### src/rtl/alu_pkg.sv
// Shared ALU definitions: control codes used by the ALU control unit and the
// multiplier sequencer, plus the sequencer state encoding.
package alu_pkg;

  localparam int ALU_WIDTH  = 64;
  localparam int ALU_CTRL_W = 4;

  localparam logic [ALU_CTRL_W-1:0] ALU_AND = 4'b0000;
  localparam logic [ALU_CTRL_W-1:0] ALU_OR  = 4'b0001;
  localparam logic [ALU_CTRL_W-1:0] ALU_ADD = 4'b0010;
  localparam logic [ALU_CTRL_W-1:0] ALU_SUB = 4'b0110;

  typedef enum logic [1:0] {
    IDLE  = 2'd0,
    CHECK = 2'd1,
    ADD   = 2'd2,
    DONE  = 2'd3
  } mul_state_t;

endpackage

### src/rtl/alu_mul_sequencer.sv
// Multi-cycle unsigned shift-and-add multiplier (low WIDTH bits of product)
// that performs its additions and zero tests through the shared external ALU.
module alu_mul_sequencer
  import alu_pkg::*;
#(
  parameter int WIDTH  = 64,
  parameter int CTRL_W = 4
) (
  input  logic              clk,
  input  logic              rst,
  input  logic              start,
  input  logic [WIDTH-1:0]  multiplicand,
  input  logic [WIDTH-1:0]  multiplier,
  output logic              busy,
  output logic              done,
  output logic [WIDTH-1:0]  product,
  output logic [WIDTH-1:0]  alu_in1,
  output logic [WIDTH-1:0]  alu_in2,
  output logic [CTRL_W-1:0] alu_ctrl,
  input  logic [WIDTH-1:0]  alu_result,
  input  logic              alu_zero
);

  mul_state_t       state;
  logic [WIDTH-1:0] acc;
  logic [WIDTH-1:0] mcand;
  logic [WIDTH-1:0] mplier;

  // NOTE: sequential state uses non-blocking assignments so every register
  // samples the pre-edge values regardless of statement order.
  always_ff @(posedge clk) begin
    if (rst) begin
      state   <= IDLE;
      busy    <= 1'b0;
      done    <= 1'b0;
      product <= '0;
      acc     <= '0;
      mcand   <= '0;
      mplier  <= '0;
    end else begin
      done <= 1'b0;
      case (state)
        IDLE: begin
          if (start) begin
            mcand  <= multiplicand;
            mplier <= multiplier;
            acc    <= '0;
            busy   <= 1'b1;
            state  <= CHECK;
          end
        end
        CHECK: begin
          // The ALU ORs mplier with zero, so its zero flag ends the loop.
          if (alu_zero) begin
            product <= acc;
            busy    <= 1'b0;
            done    <= 1'b1;
            state   <= DONE;
          end else if (mplier[0]) begin
            state <= ADD;
          end else begin
            mcand  <= mcand << 1;
            mplier <= mplier >> 1;
          end
        end
        ADD: begin
          acc    <= alu_result;
          mcand  <= mcand << 1;
          mplier <= mplier >> 1;
          state  <= CHECK;
        end
        DONE: begin
          state <= IDLE;
        end
        default: begin
          busy  <= 1'b0;
          state <= IDLE;
        end
      endcase
    end
  end

  // ALU request is decoded from state so the result is usable in the same cycle.
  always_comb begin
    alu_in1  = '0;
    alu_in2  = '0;
    alu_ctrl = ALU_AND;
    case (state)
      CHECK: begin
        alu_in1  = mplier;
        alu_ctrl = ALU_OR;
      end
      ADD: begin
        alu_in1  = acc;
        alu_in2  = mcand;
        alu_ctrl = ALU_ADD;
      end
      default: ;
    endcase
  end

endmodule
### config.mk
export PLATFORM = sky130hd
export DESIGN_NAME = alu_mul_sequencer
export DESIGN_NICKNAME = d
export VERILOG_FILES = /design/src/rtl/alu_pkg.sv /design/src/rtl/alu_mul_sequencer.sv
export SDC_FILE = /design/constraint.sdc
export NUM_CORES = 1
export LEC_CHECK = 0
export ABC_AREA = 1
export CELL_PAD_IN_SITES_DETAIL_PLACEMENT = 0
export CELL_PAD_IN_SITES_GLOBAL_PLACEMENT = 1
export CORE_MARGIN = 2
export CORE_UTILIZATION = 32
export CTS_BUF_LIST = sky130_fd_sc_hd__clkbuf_8 sky130_fd_sc_hd__clkbuf_16
export DETAILED_ROUTE_END_ITERATION = 8
export HOLD_SLACK_MARGIN = 0.08
export MAX_ROUTING_LAYER = met4
export PLACE_DENSITY = 0.88
export SYNTH_ARGS = -nofsm -noshare
export SYNTH_HDL_FRONTEND = slang
export SYNTH_SLANG_ARGS = --single-unit
### constraint.sdc
create_clock -name clk -period 2.05 [get_ports clk]
set_input_delay 0.41 -clock clk [delete_from_list [all_inputs] [get_ports clk]]
set_output_delay 0.41 -clock clk [all_outputs]
set_load 0.01 [all_outputs]
**Yosys cells after proc, flatten, opt, wreduce, memory -nomap -nowiden**

Index checks and enable logic that the tools add are counted.

- Register bits after elaboration: 260
- Logic and storage cells: 49
- Output and inout bits: 198

- Muxes and demuxes: 21
- Reductions and logical operators: 11
- Bitwise gates (word level): 1
- Eq/ne operators: 8

Operators by type and width:

| cell | count |
|---|---|
| $mux 64 | 8 |
| $pmux 64 s3 | 2 |
| $pmux 64 s2 | 2 |
| $ne 2x2->1 const B | 4 |
| $pmux 2 s4 | 1 |
| $mux 2 | 3 |
| $reduce_and 2->1 | 3 |
| $reduce_and 3->1 | 2 |
| $eq 2x2->1 const B | 2 |
| $pmux 2 s2 | 1 |
| $reduce_and 4->1 | 1 |
| $reduce_bool 2->1 | 2 |
| $mux 1 | 3 |
| $ne 3x3->1 const B | 1 |
| $reduce_bool 3->1 | 1 |
| $eq 2x1->1 const B | 1 |
| $logic_not 2->1 | 1 |
| $pmux 1 s2 | 1 |
| $reduce_or 2->1 | 1 |
| $not 1->1 | 1 |

**Longest topological paths before layout**

Gate-level depths: netlist (run 1).

- Depth in word-level cells: 3
- Mapped depth: 11
- Depth with buffers taken out: 9

**Worst setup path before layout (run 1)**

Ideal clock, no wire load.

- Kind: register to output
- Start: register state[0]
- End: output alu_in1[23]
- Arrival time: 1,578 ps
- Cell stages (with the launch flop): 8
- Buffers on the path: 3
- Setup slack: 62 ps
- Required time: 1,640 ps
- Cell sequence: dfxtp_1 inv_1 ha_1 buf_2 buf_2 clkbuf_1 nand3_1 o21ai_0

- Longest elaborated chain between the ends: 2

Ends and longest elaborated chain:

| item | RTL line | text |
|---|---|---|
| start, declared | alu_mul_sequencer.sv:24 | `mul_state_t state;` |
| start signal, assigned | alu_mul_sequencer.sv:33 | `state <= IDLE;` |
| start signal, assigned | alu_mul_sequencer.sv:49 | `state <= CHECK;` |
| start signal, assigned | alu_mul_sequencer.sv:58 | `state <= DONE;` |
| $eq 2x2->1 / $eq 2x1->1 (equally long branches) | alu_mul_sequencer.sv:88 | `case (state)` |
| $pmux 64 s2 * | alu_mul_sequencer.sv:88 |  |
| end, declared | alu_mul_sequencer.sv:17 | `output logic [WIDTH-1:0] alu_in1,` |

Every way passes the cells marked *; elsewhere a longest branch is shown, timed or not.

**Worst setup path after layout (run 1)**

- Start: register state[0]
- End: output alu_in1[32]

The elaborated chain is that of the path after synthesis.

==> flow_summary.toml, run 1 <==
[outcome]
status = "complete, but fails checks"
violations = "setup timing"

[critical_path]
path_class = "reg2out"
critPathMaxFanout = 6
end_kind = "primary output"
cp_data_arrival_time_ns = 2.08
critPathLaunchType = "flip-flop"
required_ns = 1.64

[run]
cap_viol_max_count = 0

[timing]
setup_violations = 161
hold_viol_final = 0
fin_crit_sh = 1.22
rsz0062_at_grt = "yes"
worst_pin_slew_ns = 0.836
setup_ws_ns = -0.444
max_clock_freq_mhz = 401
report.final.slew_viol_count = 0
finalCriticalPeriod_ns = 2.49
fin_tns_setup_ns = -46.30
finClkSkew_ns = 0.00725
slew_headroom = 0.443

[clocking]
root_buffer = "clkbuf_16"
cts-htree-levels = 1
numCtsBuffers = 31
clk_pin_slew_ns = 0.06
insertion_delay_ns = 0.59
cts_tree = "built"
clock_sinks = 260
clockBufferDepth = 3

[synth]
netlist_area_sq_mm = 0.0131
netlist_instances = 2188
synth.avg_cell_area_sq_um = 5.99
ys_warn_count = 0
synth_cell_types = 17
yosysSeqAreaShare = 0.397
synth_seq_cells = 260

[floorplan]
coreArea_sq_mm = 0.0406
start_util = 0.323
die_h_um = 206
rows = 74
ioPinCount = 394
fp.dieW_um = 206
dieArea_sq_mm = 0.0426

[cells_and_area]
fin_cells = 3234
nets = 2877
drive_above_1_share = 0.284
area_delta_synth_final_pct = 74.3

[placement]
gp_congestion = 0.935
dp_hpwl_um = 32900
dp_cells = 3043
portBuffers = 391

[pwr]
p_leak_nw = 11.4
powerDensity_mw_per_mm2 = 1560
ir_drop_mv = 0.713

[drt]
ant_nets = 0
drc_errors = 0
vias = 15780
wire_per_inst_um = 18.5
wl_um = 59700
drt_iter0_markers = 1216
first_pass_iters = 5
via_per_inst = 4.88

[global_routing]
grt.total_usage = 0.253
grt_max_degree = 69
overflow = 0
grt_pass1_wl_um = 82000
first_global_vias = 14656
antenna_found_initial = 3

[hold_path]
worstHoldPathType = "in2reg"
cells in the mapped netlist, drive strengths merged:
library cell	number	area (sq um)
nand2	721	2710
nor2	394	1480
inv	267	1000
dfxtp	260	5200
o21ai	191	956
nand3	128	653
buf	84	429
a21oi	68	340
clkbuf	67	251
ha	6	75.1
conb	1	3.75
nand4	1	6.26
cell usage in the layout, fill, tap and decap left out, drive strengths merged, types with 5 or more instances in the layout:
master,netlist,layout
clkdlybuf4s50,0,260
inv,267,276
buf,84,318
a21oi,68,68
nand2,721,721
o21ai,191,191
ha,6,6
bufinv,0,5
diode,0,5
nor2,394,394
nand3,128,128
dfxtp,260,260
clkbuf,67,63
registers in the layout (all words and copies together), names as in the netlist:
register / cells
done: 1
mcand: 64
product: 64
mplier: 64
acc: 64
busy: 1
state: 2
through the flow:
step	util	power, W	hold WS, ns	setup slack, ns	instance area (sq um)
2_1_floorplan	-	0.0153	0.454	0.0623	13100
5_1_grt	0.562	0.0377	0.297	-0.522	22800
4_1_cts	0.514	0.0314	0.259	-0.523	20900
6_report	0.562	0.0357	0.286	-0.444	22800
3_5_place_dp	0.441	0.0199	0.471	-0.364	17900
3_3_place_gp	0.441	0.0197	0.461	-0.322	17900
timing repair:
action,4_1_cts,5_1_grt
hold endpoints to repair,0,0
resized for setup,894,432
setup buffers,64,33
gates cloned,32,33
pin swaps,68,112
endpoints found under the setup margin,317,300
hold buffers,0,0
logic make-up (layout without fill, tap and decap cells):
group,Yosys count,in the layout,share of synthesized area
and+or+nand+nor,1244,1244,0.370
buffers and inverters,418,926,0.128
DFF,260,260,0.397
AOI/OAI and AO/OA,259,259,0.0989
adders and majority gates,6,6,0.00573
other,1,7,0.000286
where the power goes:
group / total, W / switching [W] / internal, W / leakage, nW
Combinational: 0.0218 / 0.0117 / 0.0101 / 8.75
Sequential: 0.00801 / 0.00133 / 0.00668 / 2.13
Clock: 0.00590 / 0.00232 / 0.00358 / 0.562
layout make-up:
type,instances,area (sq um)
Multi-Input combinational cell,1511,7830
Timing Repair Buffer,604,7030
Clock inverter,18,221
Sequential cell,260,5210
Clock buffer,37,858
Inverter,267,1020
Tap cell,532,666
Fill cell,3707,17800
Antenna cell,5,12.5
worst max-delay path, cell delays in order (launching register included):
cell	delay, ns
dfxtp_2	0.33
inv_2	0.05
ha_4	0.31
buf_4	0.12
buf_8	0.12
clkbuf_16	0.16
nand2_2	0.06
o21ai_2	0.17
buf_2	0.16
per-layer routing:
metal | share of wire | vias up | global-route usage
met5 | 0 | - | -
met4 | 0.036 | 0 | 0.0918
met3 | 0.068 | 142 | 0.0312
met2 | 0.49 | 663 | 0.422
met1 | 0.41 | 7351 | 0.312
li1 | - | 7624 | -
worst paths after layout:
path	start	to	slack, ns	depth (start not counted)
hold / removal	rst	mplier[33]$_SDFFE_PP0P_	0.29	4
setup reg to reg	state[0]$_SDFFE_PP0P_	mcand[35]$_SDFFE_PP0P_	-0.11	14
hold reg to reg	product[59]$_SDFFE_PP0P_	product[59]$_SDFFE_PP0P_	0.48	2
setup / recovery	state[0]$_SDFFE_PP0P_	alu_in1[32]	-0.44	8
No activity file was read; power rests on OpenSTA's default activity.
==> run 2, diff against run 1 <==
--- a/config.mk
+++ b/config.mk
@@ -12,9 +12,10 @@
 export CORE_UTILIZATION = 32
 export CTS_BUF_LIST = sky130_fd_sc_hd__clkbuf_8 sky130_fd_sc_hd__clkbuf_16
 export DETAILED_ROUTE_END_ITERATION = 8
+export GPL_ROUTABILITY_DRIVEN = 1
 export HOLD_SLACK_MARGIN = 0.08
 export MAX_ROUTING_LAYER = met4
-export PLACE_DENSITY = 0.88
+export PLACE_DENSITY_LB_ADDON = 0.1
 export SYNTH_ARGS = -nofsm -noshare
 export SYNTH_HDL_FRONTEND = slang
 export SYNTH_SLANG_ARGS = --single-unit
==> run 2 against run 1 <==
The flow still finishes with violations (setup timing); critical path depth rose by 1; fmax rose by 0.62%; final cell count rose by 0.93%; clock skew rose by 0.0047 ns; worst hold slack improved by 0.011 ns; flip-flop and latch count did not move; sequential share of layout area barely moved; die area did not move; combinational power fell by 7%; count of clock-buffer cells in the layout rose by 7; register-to-register slack got worse by 0.05 ns; routed wire length fell by 2.5%; critical path type unchanged; largest cell class unchanged.
==> flow_summary.toml, run 2 (synthesis results as in run 1) <==
[cells_and_area]
layout_common_cells = "nand2_1 (564), nor2_1 (385), clkdlybuf4s50_1 (260)"
layout_commonest_cell = "nand2_1"
drive_above_1_share = 0.274
area_delta_synth_final_pct = 74.4
fillers = 3885
nets = 2899

[timing]
setup_violations = 185
hold_viol_final = 0
worst_pin_slew_ns = 0.884
fin_tns_setup_ns = -42.02
finClkSkew_ns = 0.0120
finalCriticalPeriod_ns = 2.48
fin_crit_sh = 1.21
setup_ws_ns = -0.429
max_clock_freq_mhz = 403
slew_headroom = 0.411
report.final.slew_viol_count = 0
rsz0062_at_grt = "yes"

[critical_path]
regToRegStartpoint = "state[1]$_SDFFE_PP0P_"
r2r_slack_ns = -0.16
critPathLaunchType = "flip-flop"
required_ns = 1.64
critPathBufInv = 6
crit_chain = "inv_2 > ha_4 > buf_12 > buf_12 > buf_12 > buf_16 > nand3_1 > o21ai_2 > buf_2"
slowest_delay_ns = 0.34
crit_cells = 9
critPathMaxFanout = 5
rr_worst_depth = 14
path_class = "reg2out"
cp-startpoint = "state[1]$_SDFFE_PP0P_"
reg2reg_to = "mcand[0]$_SDFFE_PP0P_"
cp_slowest_cell = "dfxtp_2"
setup.worst_path.end = "alu_in1[40]"
cpLargestDelayFamily = "buffers and inverters"
end_kind = "primary output"
cpMostUsedCell = "buf_12"
cp_data_arrival_time_ns = 2.07

[floorplan]
ioPinCount = 394
dieArea_sq_mm = 0.0426
rows = 74
fp.dieW_um = 206
die_h_um = 206
start_util = 0.323
coreArea_sq_mm = 0.0406

[clocking]
root_buffer = "clkbuf_16"
clock_sinks = 260
cts_tree = "built"
ctsHoldBuffers = 0
numCtsBuffers = 34
cts-htree-levels = 2
clk_pin_slew_ns = 0.06
clockBufferDepth = 3
insertion_delay_ns = 0.55

[pwr]
p_leak_nw = 11.5
ir_drop_mv = 0.751
finalPower_w = 0.0346
powerDensity_mw_per_mm2 = 1510

[outcome]
violations = "setup timing"
status = "complete, but fails checks"

[run]
cap_viol_max_count = 0

[placement]
gp_congestion = 0.875
portBuffers = 391
dp_hpwl_um = 33300

[drt]
ant_nets = 0
via_per_inst = 4.71
drc_errors = 0
drt_iter0_markers = 890
vias = 15369
first_pass_iters = 5
wire_per_inst_um = 17.8
wl_um = 58200

[global_routing]
grt_pass1_wl_um = 77900
grt_max_degree = 84
antenna_found_initial = 5
overflow = 0
grt.total_usage = 0.242
first_global_vias = 13965

[hold_path]
worstHoldPathType = "in2reg"
hold_depth = 4
## run 2: power by group
group	switching (W)	total, W	internal [W]
logic	0.0108	0.0203	0.00954
clock network	0.00248	0.00625	0.00377
registers	0.00133	0.00800	0.00668
total	0.0146	0.0346	0.0200
## run 2: worst min-delay path by stage
| stage | startpoint | to | slack [ns] |
|---|---|---|---|
| global route | rst | mplier[11]$_SDFFE_PP0P_ | 0.30 |
| CTS | rst | mplier[2]$_SDFFE_PP0P_ | 0.28 |
| global placement | product[54]$_SDFFE_PP0P_ | product[54]$_SDFFE_PP0P_ | 0.46 |
| detailed placement | acc[43]$_SDFFE_PP0P_ | acc[43]$_SDFFE_PP0P_ | 0.47 |
| floorplan | acc[2]$_SDFFE_PP0P_ | acc[2]$_SDFFE_PP0P_ | 0.45 |
| finish | rst | mplier[2]$_SDFFE_PP0P_ | 0.30 |
## run 2: tightest hold or removal path, cell delays in order
cell	delay [ns]
buf_2	0.13
inv_6	0.12
nand2_1	0.10
nor2_1	0.03
## run 2: repair_timing
item	in CTS	in global routing
pin swaps	36	155
endpoints found under the setup margin	186	293
buffers inserted	55	39
cloned	19	32
gates resized for setup	865	384
## run 2: layout make-up
| class | count | area, sq um | share of cell area |
|---|---|---|---|
| Tap cell | 532 | 666 | 0.0291 |
| Antenna cell | 9 | 22.5 | 0.000985 |
| Sequential cell | 260 | 5210 | 0.228 |
| Clock buffer | 44 | 1020 | 0.0447 |
| Timing Repair Buffer | 623 | 7240 | 0.317 |
| Multi-Input combinational cell | 1511 | 7530 | 0.329 |
| Clock inverter | 18 | 146 | 0.00640 |
| Inverter | 267 | 1030 | 0.0450 |
## run 2: layer usage
metal	vias to the layer above	GRT usage	share of wire
li1	7676	-	-
met1	7129	0.304	0.43
met2	484	0.388	0.48
met3	80	0.0560	0.065
met4	0	0.0699	0.021
met5	-	-	0
## run 2: stage by stage
stage | setup slack, ns | hold WS [ns] | cell area, sq um | std cells | utilization
after floorplan | 0.0623 | 0.454 | 13100 | 2189 | -
after detailed placement | -0.393 | 0.471 | 18100 | 3053 | 0.445
after global routing | -0.490 | 0.303 | 22800 | 3260 | 0.562
after global placement | -0.351 | 0.464 | 18100 | 3053 | 0.445
final | -0.429 | 0.297 | 22900 | 3264 | 0.562
after CTS | -0.485 | 0.282 | 20600 | 3188 | 0.507
==> run 3, diff against run 2 <==
--- a/config.mk
+++ b/config.mk
@@ -9,7 +9,7 @@
 export CELL_PAD_IN_SITES_DETAIL_PLACEMENT = 0
 export CELL_PAD_IN_SITES_GLOBAL_PLACEMENT = 1
 export CORE_MARGIN = 2
-export CORE_UTILIZATION = 32
+export CORE_UTILIZATION = 25
 export CTS_BUF_LIST = sky130_fd_sc_hd__clkbuf_8 sky130_fd_sc_hd__clkbuf_16
 export DETAILED_ROUTE_END_ITERATION = 8
 export GPL_ROUTABILITY_DRIVEN = 1
==> run 3 against run 2 <==
The run still ends with setup timing left; combinational power is 4% higher; count of clock-buffer cells in the layout up 1; first-iteration DRC count is 3.1% lower; fmax increased by 0.78%; via count shrank 0.33%; critical endpoint is now alu_in1[29].
==> flow_summary.toml, run 3 (synthesis results as in run 1) <==
[timing]
report.final.slew_viol_count = 0
finClkSkew_ns = 0.0181
finalCriticalPeriod_ns = 2.46
setup_ws_ns = -0.409
setup_violations = 255
hold_viol_final = 0
max_clock_freq_mhz = 407
rsz0062_at_grt = "yes"
fin_crit_sh = 1.20
fin_tns_setup_ns = -50.07

[critical_path]
path_class = "reg2out"
slowest_delay_ns = 0.34
required_ns = 1.64
critPathLaunchType = "flip-flop"
cp_slowest_cell = "dfxtp_2"
r2r_slack_ns = -0.16
critPathBufInv = 6
setup.worst_path.end = "alu_in1[29]"
regToRegStartpoint = "state[0]$_SDFFE_PP0P_"
reg2reg_to = "mplier[50]$_SDFFE_PP0P_"
cpLargestDelayFamily = "buffers and inverters"
end_kind = "primary output"
cp-startpoint = "state[1]$_SDFFE_PP0P_"
crit_chain = "inv_2 > ha_4 > buf_12 > buf_8 > buf_16 > buf_8 > nand3_2 > o21ai_1 > buf_2"
crit_cells = 9
critPathMaxFanout = 6
rr_worst_depth = 14
cpMostUsedCell = "buf_8"
cp_data_arrival_time_ns = 2.05

[clocking]
numCtsBuffers = 36
insertion_delay_ns = 0.55
clk_pin_slew_ns = 0.06
clockBufferDepth = 3
ctsHoldBuffers = 0
root_buffer = "clkbuf_16"
cts_tree = "built"
cts-htree-levels = 2
clock_sinks = 260

[floorplan]
dieArea_sq_mm = 0.0543
die_h_um = 233
fp.dieW_um = 233
rows = 83
coreArea_sq_mm = 0.0516
ioPinCount = 394
start_util = 0.254

[global_routing]
overflow = 0
grt_pass1_wl_um = 84100
first_global_vias = 14241
grt_max_degree = 141
antenna_found_initial = 5
grt.total_usage = 0.209

[drt]
wire_per_inst_um = 18.4
wl_met3_um = 3300
first_pass_iters = 5
ant_nets = 0
wl_um = 62800
drt_iter0_markers = 862
vias = 15318
wl_met1_um = 27800
drc_errors = 0
via_per_inst = 4.48
wl_met2_um = 30300
top_layer = "met4"

[placement]
portBuffers = 391
dp_hpwl_um = 36500
gp_congestion = 0.824
dp_cells = 3215
place_ws_ns = -0.336

[cells_and_area]
final_util = 0.452
drive_above_1_share = 0.293
layout_common_cells = "nand2_1 (563), nor2_1 (343), clkdlybuf4s50_1 (260)"
layout_commonest_cell = "nand2_1"
layout.area.seq_sq_mm = 0.00521
fillers = 5300
multi_input_area_sq_mm = 0.00772
area_delta_synth_final_pct = 77.8
fin_cells = 3423
nets = 2914

[pwr]
p_sw_frac = 0.424
ir_drop_mv = 0.777
pwr-share-seq = 0.222
power.switching_w = 0.0153
finalPower_w = 0.0360
clkPwrFrac = 0.189
p_leak_nw = 11.5
p_int_w = 0.0207
powerDensity_mw_per_mm2 = 1540
combPwrFrac = 0.589

[hold_path]
worstHoldPathType = "in2reg"

[outcome]
status = "complete, but fails checks"
violations = "setup timing"

[run]
cap_viol_max_count = 0
run 3: changes by cell type in the layout (fill, tap and decap cells not counted), moves of 17 or more:
cell	change
nor2_1	-42
buf_4	+25
nor2_2	+30
o21ai_2	-17
o21ai_0	+34
o21ai_1	-20
run 3: worst min-delay path by stage:
stage / slack [ns] / depth (start not counted) / to / startpoint
global route: 0.37 / 4 / mplier[49]$_SDFFE_PP0P_ / rst
finish: 0.37 / 4 / mplier[49]$_SDFFE_PP0P_ / rst
detailed placement: 0.47 / 2 / acc[24]$_SDFFE_PP0P_ / acc[24]$_SDFFE_PP0P_
CTS: 0.33 / 4 / state[0]$_SDFFE_PP0P_ / rst
global placement: 0.46 / 2 / product[29]$_SDFFE_PP0P_ / product[29]$_SDFFE_PP0P_
floorplan: 0.45 / 2 / acc[2]$_SDFFE_PP0P_ / acc[2]$_SDFFE_PP0P_
run 3: worst register-to-register path, cell delays in order (launching register included):
cell	delay (ns)
dfxtp_2	0.32
inv_2	0.08
buf_6	0.12
ha_4	0.24
buf_6	0.16
clkbuf_16	0.15
buf_8	0.13
nor2_4	0.04
nand2_2	0.08
nand3_4	0.11
buf_6	0.15
buf_12	0.15
buf_4	0.18
nor2_1	0.13
nor2_1	0.06
run 3: per-layer routing:
layer | track usage | up-vias
met5 | - | -
met2 | 0.345 | 404
li1 | - | 7692
met3 | 0.0366 | 81
met4 | 0.0579 | 0
met1 | 0.260 | 7141
run 3: what timing repair did:
item	CTS	global route
hold endpoints to repair	0	0
setup buffers	28	61
setup endpoints to repair	153	322
pin swaps	17	99
gates resized for setup	698	560
cloned	18	44
run 3: final cells by class:
class                   instances  area share
diodes                          5    0.000537
clock buffers                  45      0.0449
clock inverters                19     0.00982
inverters                     267      0.0441
multi-input cells            1511       0.331
flip-flops and latches        260       0.223
well taps                     680      0.0365
repair buffers                636       0.310
run 3: power by group through the flow:
stage               registers, W  clock network (W)  logic, W
global route             0.00816            0.00717    0.0229
global placement         0.00770                  0    0.0131
detailed placement       0.00769                  0    0.0132
floorplan                0.00750                  0   0.00782
CTS                      0.00769            0.00697    0.0161
finish                   0.00800            0.00680    0.0212
run 3: through the flow:
stage	instance area (sq um)	hold slack, ns
after floorplan	13100	0.454
after detailed placement	18400	0.467
after CTS	20600	0.334
after global routing	23300	0.370
final	23300	0.370
after global placement	18400	0.465
